$ cat src/rtl/rvvi_depacketizer.sv
// rvvi_depacketizer -- receive side of the RVVI-over-Ethernet link.
//
// Reassembles one RVVI record per Ethernet frame from a 32-bit word stream.
// Frame layout (little-endian word order): SrcMac[47:0], DstMac[95:48],
// EthType[111:96], rvvi[111+RVVI_W:112], zero pad up to a word boundary.
// Words past the expected frame length (MAC padding/FCS) are drained and
// discarded; frames that end early are dropped and counted.
//
// Optional feature macro: RVVI_DEPKT_FILTER_EN
//   defined   : accept a frame only if DstMac == HostMac and EthType matches.
//   undefined : accept every full-length frame; HostMac/EthType are unused.
//
// Ports:
//   m_axi_aclk, m_axi_aresetn   clock, asynchronous active-low reset
//   RvviAxiRdata/Rstrb/Rlast/Rvalid, RvviAxiRready   word stream in (Rstrb ignored)
//   HostMac, EthType            expected destination MAC / EtherType
//   rvvi, RxSrcMac, RvviValid, RvviReady   record out (valid/ready)
//   FrameCount, DropCount       accepted records / dropped frames, wrapping

package rvvi_depkt_pkg;
    typedef struct packed {
        int unsigned XLEN;
    } cvw_t;
endpackage

module rvvi_depacketizer
    import rvvi_depkt_pkg::*;
#(
    parameter cvw_t P        = '{XLEN: 32'd64},
    parameter int   MAX_CSRS = 5,
    localparam int  RVVI_W   = 72 + 5 * int'(P.XLEN) + MAX_CSRS * (int'(P.XLEN) + 16)
) (
    input  logic              m_axi_aclk,
    input  logic              m_axi_aresetn,
    input  logic [31:0]       RvviAxiRdata,
    input  logic [3:0]        RvviAxiRstrb,
    input  logic              RvviAxiRlast,
    input  logic              RvviAxiRvalid,
    output logic              RvviAxiRready,
    input  logic [47:0]       HostMac,
    input  logic [15:0]       EthType,
    output logic [RVVI_W-1:0] rvvi,
    output logic [47:0]       RxSrcMac,
    output logic              RvviValid,
    input  logic              RvviReady,
    output logic [31:0]       FrameCount,
    output logic [31:0]       DropCount
);

    localparam int NEAR_BITS  = 112 + RVVI_W;
    // A frame already on a word boundary still carries one full pad word.
    localparam int TOTAL_BITS = NEAR_BITS + (32 - NEAR_BITS % 32);
    localparam int NUM_WORDS  = TOTAL_BITS / 32;
    localparam logic [9:0] LAST_IDX = 10'(NUM_WORDS - 1);

    typedef enum logic [2:0] {
        ST_RST,
        ST_RECV,
        ST_DRAIN,
        ST_CHECK,
        ST_HOLD
    } state_e;

    state_e                state_q,       state_d;
    logic [9:0]            word_idx_q,    word_idx_d;
    logic [TOTAL_BITS-1:0] frame_q,       frame_d;
    logic [RVVI_W-1:0]     rvvi_q,        rvvi_d;
    logic [47:0]           src_mac_q,     src_mac_d;
    logic [31:0]           frame_count_q, frame_count_d;
    logic [31:0]           drop_count_q,  drop_count_d;

    logic beat;
    logic accept;

    // Ready comes from registered state only, never from Rvalid.
    assign RvviAxiRready = (state_q == ST_RECV) || (state_q == ST_DRAIN);
    assign RvviValid     = (state_q == ST_HOLD);
    assign beat          = RvviAxiRvalid && RvviAxiRready;

`ifdef RVVI_DEPKT_FILTER_EN
    assign accept = (frame_q[95:48] == HostMac) && (frame_q[111:96] == EthType);
`else
    assign accept = 1'b1;
`endif

    always_comb begin
        // NOTE: every combinational output gets a default first so no path leaves it unassigned (no latch).
        state_d       = state_q;
        word_idx_d    = word_idx_q;
        frame_d       = frame_q;
        rvvi_d        = rvvi_q;
        src_mac_d     = src_mac_q;
        frame_count_d = frame_count_q;
        drop_count_d  = drop_count_q;

        case (state_q)
            ST_RST: begin
                state_d    = ST_RECV;
                word_idx_d = '0;
            end
            ST_RECV: begin
                if (beat) begin
                    frame_d[{word_idx_q, 5'd0} +: 32] = RvviAxiRdata;
                    if (RvviAxiRlast) begin
                        if (word_idx_q == LAST_IDX) begin
                            state_d = ST_CHECK;
                        end else begin
                            // Short frame: count it and restart on the next word.
                            drop_count_d = drop_count_q + 32'd1;
                            word_idx_d   = '0;
                        end
                    end else if (word_idx_q == LAST_IDX) begin
                        state_d = ST_DRAIN;
                    end else begin
                        word_idx_d = word_idx_q + 10'd1;
                    end
                end
            end
            ST_DRAIN: begin
                if (beat && RvviAxiRlast) begin
                    state_d = ST_CHECK;
                end
            end
            ST_CHECK: begin
                if (accept) begin
                    rvvi_d    = frame_q[111+RVVI_W:112];
                    src_mac_d = frame_q[47:0];
                    state_d   = ST_HOLD;
                end else begin
                    drop_count_d = drop_count_q + 32'd1;
                    word_idx_d   = '0;
                    state_d      = ST_RECV;
                end
            end
            ST_HOLD: begin
                if (RvviReady) begin
                    frame_count_d = frame_count_q + 32'd1;
                    word_idx_d    = '0;
                    state_d       = ST_RECV;
                end
            end
            default: begin
                state_d = ST_RST;
            end
        endcase
    end

    // NOTE: state updates use non-blocking assignments so all flops sample the same pre-edge values.
    always_ff @(posedge m_axi_aclk or negedge m_axi_aresetn) begin
        if (!m_axi_aresetn) begin
            state_q       <= ST_RST;
            word_idx_q    <= '0;
            // NOTE: the wide frame register is reset too, so a partial frame never survives a reset.
            frame_q       <= '0;
            rvvi_q        <= '0;
            src_mac_q     <= '0;
            frame_count_q <= '0;
            drop_count_q  <= '0;
        end else begin
            state_q       <= state_d;
            word_idx_q    <= word_idx_d;
            frame_q       <= frame_d;
            rvvi_q        <= rvvi_d;
            src_mac_q     <= src_mac_d;
            frame_count_q <= frame_count_d;
            drop_count_q  <= drop_count_d;
        end
    end

    assign rvvi       = rvvi_q;
    assign RxSrcMac   = src_mac_q;
    assign FrameCount = frame_count_q;
    assign DropCount  = drop_count_q;

    // Strobes, pad bits and (without the filter) the match inputs are unused.
    logic unused_bits;
    assign unused_bits = ^{RvviAxiRstrb, HostMac, EthType, frame_q[TOTAL_BITS-1:112+RVVI_W]};

endmodule
$ cat config.mk
export PLATFORM = sky130hd
export DESIGN_NAME = rvvi_depacketizer
export DESIGN_NICKNAME = d
export VERILOG_FILES = /design/src/rtl/rvvi_depacketizer.sv
export SDC_FILE = /design/constraint.sdc
export NUM_CORES = 2
export LEC_CHECK = 0
export ABC_CLOCK_PERIOD_IN_PS = 4000
export CAP_MARGIN = 20
export CORE_MARGIN = 4
export CORE_UTILIZATION = 25
export CTS_BUF_LIST = sky130_fd_sc_hd__clkbuf_2
export DETAILED_ROUTE_END_ITERATION = 12
export GPL_TIMING_DRIVEN = 0
export PLACE_DENSITY_LB_ADDON = 0.15
export SLEW_MARGIN = 20
export SYNTH_ARGS = -nofsm -noshare
export SYNTH_HDL_FRONTEND = slang
export SYNTH_SLANG_ARGS = --single-unit
$ cat constraint.sdc
create_clock -name m_axi_aclk -period 4 [get_ports m_axi_aclk]
set_input_delay 1.2 -clock m_axi_aclk [delete_from_list [all_inputs] [get_ports m_axi_aclk]]
set_output_delay 1.2 -clock m_axi_aclk [all_outputs]
set_load 0.01 [all_outputs]
==> results.toml <==
[synthesis]
synthArstFlopShare = 1.00
netlist_instances = 5226
syn-num-nets = 5335
ys_seq_area_frac = 0.621
synth_top_flop_cell = "dfrtp_1"
yosys_warnings = 0
synth-edff-count = 0
netlist_area_mm2 = 0.0708
ys_ff_latch = 1757
syn_avg_cell_area_um2 = 13.5
ys_types = 67

[floorplan]
fp.dieH_um = 540
ios = 1011
dieArea_mm2 = 0.292
die_w_um = 540
rows = 195
core_area_mm2 = 0.282
initial_core_util = 0.251

[sta]
finalCriticalPeriod_ps = 4040
fin_crit_sh = 1.01
grt_setup_unrepaired = "true"
slew_viol_final = 0
worst_pin_slew_ps = 1060
finalHoldViolCount = 0
setup_viol_count_final = 2
relSlewSlack = 0.292
skew_ps = 156
setup_tns_ps = -39.6
setup_slack_ps = -38.6
fmax_mhz = 248

[setup_path]
ff2ff_setup_slack_ps = 220
required_ps = 2800
slowest_delay_ps = 420
ff2ff_path_depth = 11
arrival_ps = 2840
slowest_stage = "dfrtp_1"
cp_num_cells = 4
path_cells = "buf_8 -> nand2b_4 -> a21oi_4 -> buf_6"
crit_buf_inv = 2
cp-end-kind = "output port"
cp_top_family = "flip-flops"
critPathLaunchType = "flop"
reg2reg_from = "word_idx_q[0]"
worstReg2RegEnd = "frame_q[784]"
worstSetupPathType = "reg -> out"
crit_fanout = 5

[outcome]
violations = "setup timing"
status = "finished with violations"

[finish]
nets = 7091
mostFrequentLayoutCells = "dfrtp_1 (1726), clkbuf_2 (811), mux2_2 (794), buf_2 (520), buf_6 (464)"
mostFrequentLayoutCell = "dfrtp_1"
final_cell_count_no_fill = 11085
area_delta_synth_final_pct = 29.8
final_layout_size_suffix_gt1_frac = 0.425
stdcell_area_mm2 = 0.0919
fillCellCount = 28775

[route]
route.detailed.drc = 0
drt-total-wl_um = 302000
firstDrtPassIters = 5
drtIter0Drc = 2939
vias_per_cell = 4.49
vias = 49801
wl_per_cell_um = 27.2
drtAntennaViolNets = 0

[global_route]
grt_pass1_wl_um = 418000
grt_max_degree = 144
antenna_found_initial = 87
grt_pass1_vias = 52273
grt_overflow_total = 0
grtUsageTotal = 0.202

[cts]
cts-root-buf = "clkbuf_2"
clk_latency_ps = 1890
clkTransAtPathRegs_ps = 100
cts_buffers = 519
cts_tree = "built"
htree_levels = 6
cts_buffer_depth = 4
clkSinkCount = 1757

[placement]
dp_cells = 9981
post_dp_cell_area_mm2 = 0.0868
hpwl_um = 224000
place_congestion = 0.814
portBuffers = 935

[power_and_ir_drop]
power_leakage_nw = 50.0
power_w = 0.0357
ir_drop_mv = 0.198
power.density_mw_per_mm2 = 389

[min_path]
hold_depth = 1
holdPathEnd = "rvvi[558]"
min_path_type = "reg -> reg"
holdCritStartpoint = "frame_q[670]"

[run]
maxCapViolations = 0
state kept, by name, summed over array words and instances, names as in the netlist:
name and cells:
frame_q 840, DropCount 32, state_q 3, word_idx_q 10
rvvi 792, FrameCount 32, RxSrcMac 48
per-stage QoR:
| step | util | setup slack (ps) | hold WS (ps) |
|---|---|---|---|
| final | 0.326 | -38.6 | 391 |
| after global routing | 0.326 | -396 | 212 |
| after CTS | 0.325 | -561 | 10.5 |
| after detailed placement | 0.308 | -1440 | 471 |
| after global placement | 0.301 | -83090 | 463 |
| after floorplan | - | 849 | 446 |
how the worst max path moves through the flow:
stage / from / endpoint
2_1_floorplan: RvviAxiRvalid / frame_q[578]
3_3_place_gp: m_axi_aresetn / rvvi[767]
3_5_place_dp: RvviAxiRvalid / frame_q[38]
4_1_cts: state_q[1] / RvviAxiRready
5_1_grt: state_q[1] / RvviAxiRready
6_report: state_q[1] / RvviAxiRready
cell type report:
type | count | area [um^2] | share of cell area
Sequential cell | 1757 | 44000 | 0.479
Buffer | 393 | 1760 | 0.0192
Tap cell | 3743 | 4680 | 0.0509
Clock inverter | 115 | 980 | 0.0107
Multi-Input combinational cell | 2906 | 24800 | 0.269
Clock buffer | 736 | 3680 | 0.0401
Antenna cell | 30 | 75.1 | 0.000817
Timing Repair Buffer | 1241 | 11400 | 0.124
Inverter | 164 | 616 | 0.00670
worst reg2reg max path, stage by stage, from the launching register on:
cell and delay (ps):
dfrtp_1 360, buf_2 240, buf_2 290, inv_1 70, ha_1 260, xor2_1 480
o211ai_1 280, a211oi_2 470, clkbuf_1 550, clkbuf_1 460, nand2_1 110, mux2i_1 140
kinds of logic after synthesis:
kind of cell | Yosys count | synth area share
flip-flops | 1757 | 0.621
AO/OA/AOI/OAI | 385 | 0.0290
buffers and inverters | 563 | 0.0323
AND/OR/NAND/NOR | 1021 | 0.0789
multiplexers | 1432 | 0.230
XOR/XNOR | 64 | 0.00792
adder cells (fa/ha/maj) | 4 | 0.000707
what timing repair did:
item,in CTS,in global routing
pin swaps,3,8
endpoints found under the hold margin,772,0
buffers inserted,186,17
setup endpoints to repair,1144,265
gates resized for setup,4722,21
hold buffers,26,0
cell usage after synthesis, types with 10 or more instances:
| master | count | area share |
|---|---|---|
| nand4_1 | 49 | 0.0043 |
| and4_1 | 10 | 0.0012 |
| nand3_1 | 28 | 0.0020 |
| o31ai_1 | 14 | 0.0015 |
| clkbuf_1 | 299 | 0.016 |
| dfrtp_1 | 1757 | 0.62 |
| mux2_1 | 420 | 0.067 |
| nor2_1 | 33 | 0.0017 |
| buf_1 | 18 | 0.00095 |
| and3_1 | 370 | 0.033 |
| a21oi_1 | 12 | 0.00085 |
| buf_2 | 67 | 0.0047 |
| inv_1 | 164 | 0.0087 |
| nor3_2 | 10 | 0.0014 |
| nor3_1 | 15 | 0.0011 |
| mux2_4 | 90 | 0.019 |
| xnor2_1 | 40 | 0.0049 |
| and2_1 | 73 | 0.0064 |
| o21ai_0 | 247 | 0.017 |
| mux2i_1 | 128 | 0.018 |
| or3_1 | 10 | 0.00088 |
| o21ai_1 | 84 | 0.0059 |
| nand2b_1 | 14 | 0.0012 |
| mux2_2 | 794 | 0.13 |
| nand2_1 | 361 | 0.019 |
| xor2_1 | 24 | 0.0030 |
per-layer routing:
metal  vias up  GRT usage  wire (um)
li1      21898          -          -
met1     25659      0.265     131000
met2      1754      0.312     135000
met3       482     0.0578      22600
met4         8     0.0854      13200
met5         -          0         51
power by group:
part,switching (W),total [W],internal (W)
Combinational,0.00209,0.00301,0.000912
Sequential,0.000242,0.0185,0.0183
Clock,0.00827,0.0142,0.00592
Power figures use the tool's default switching activity.
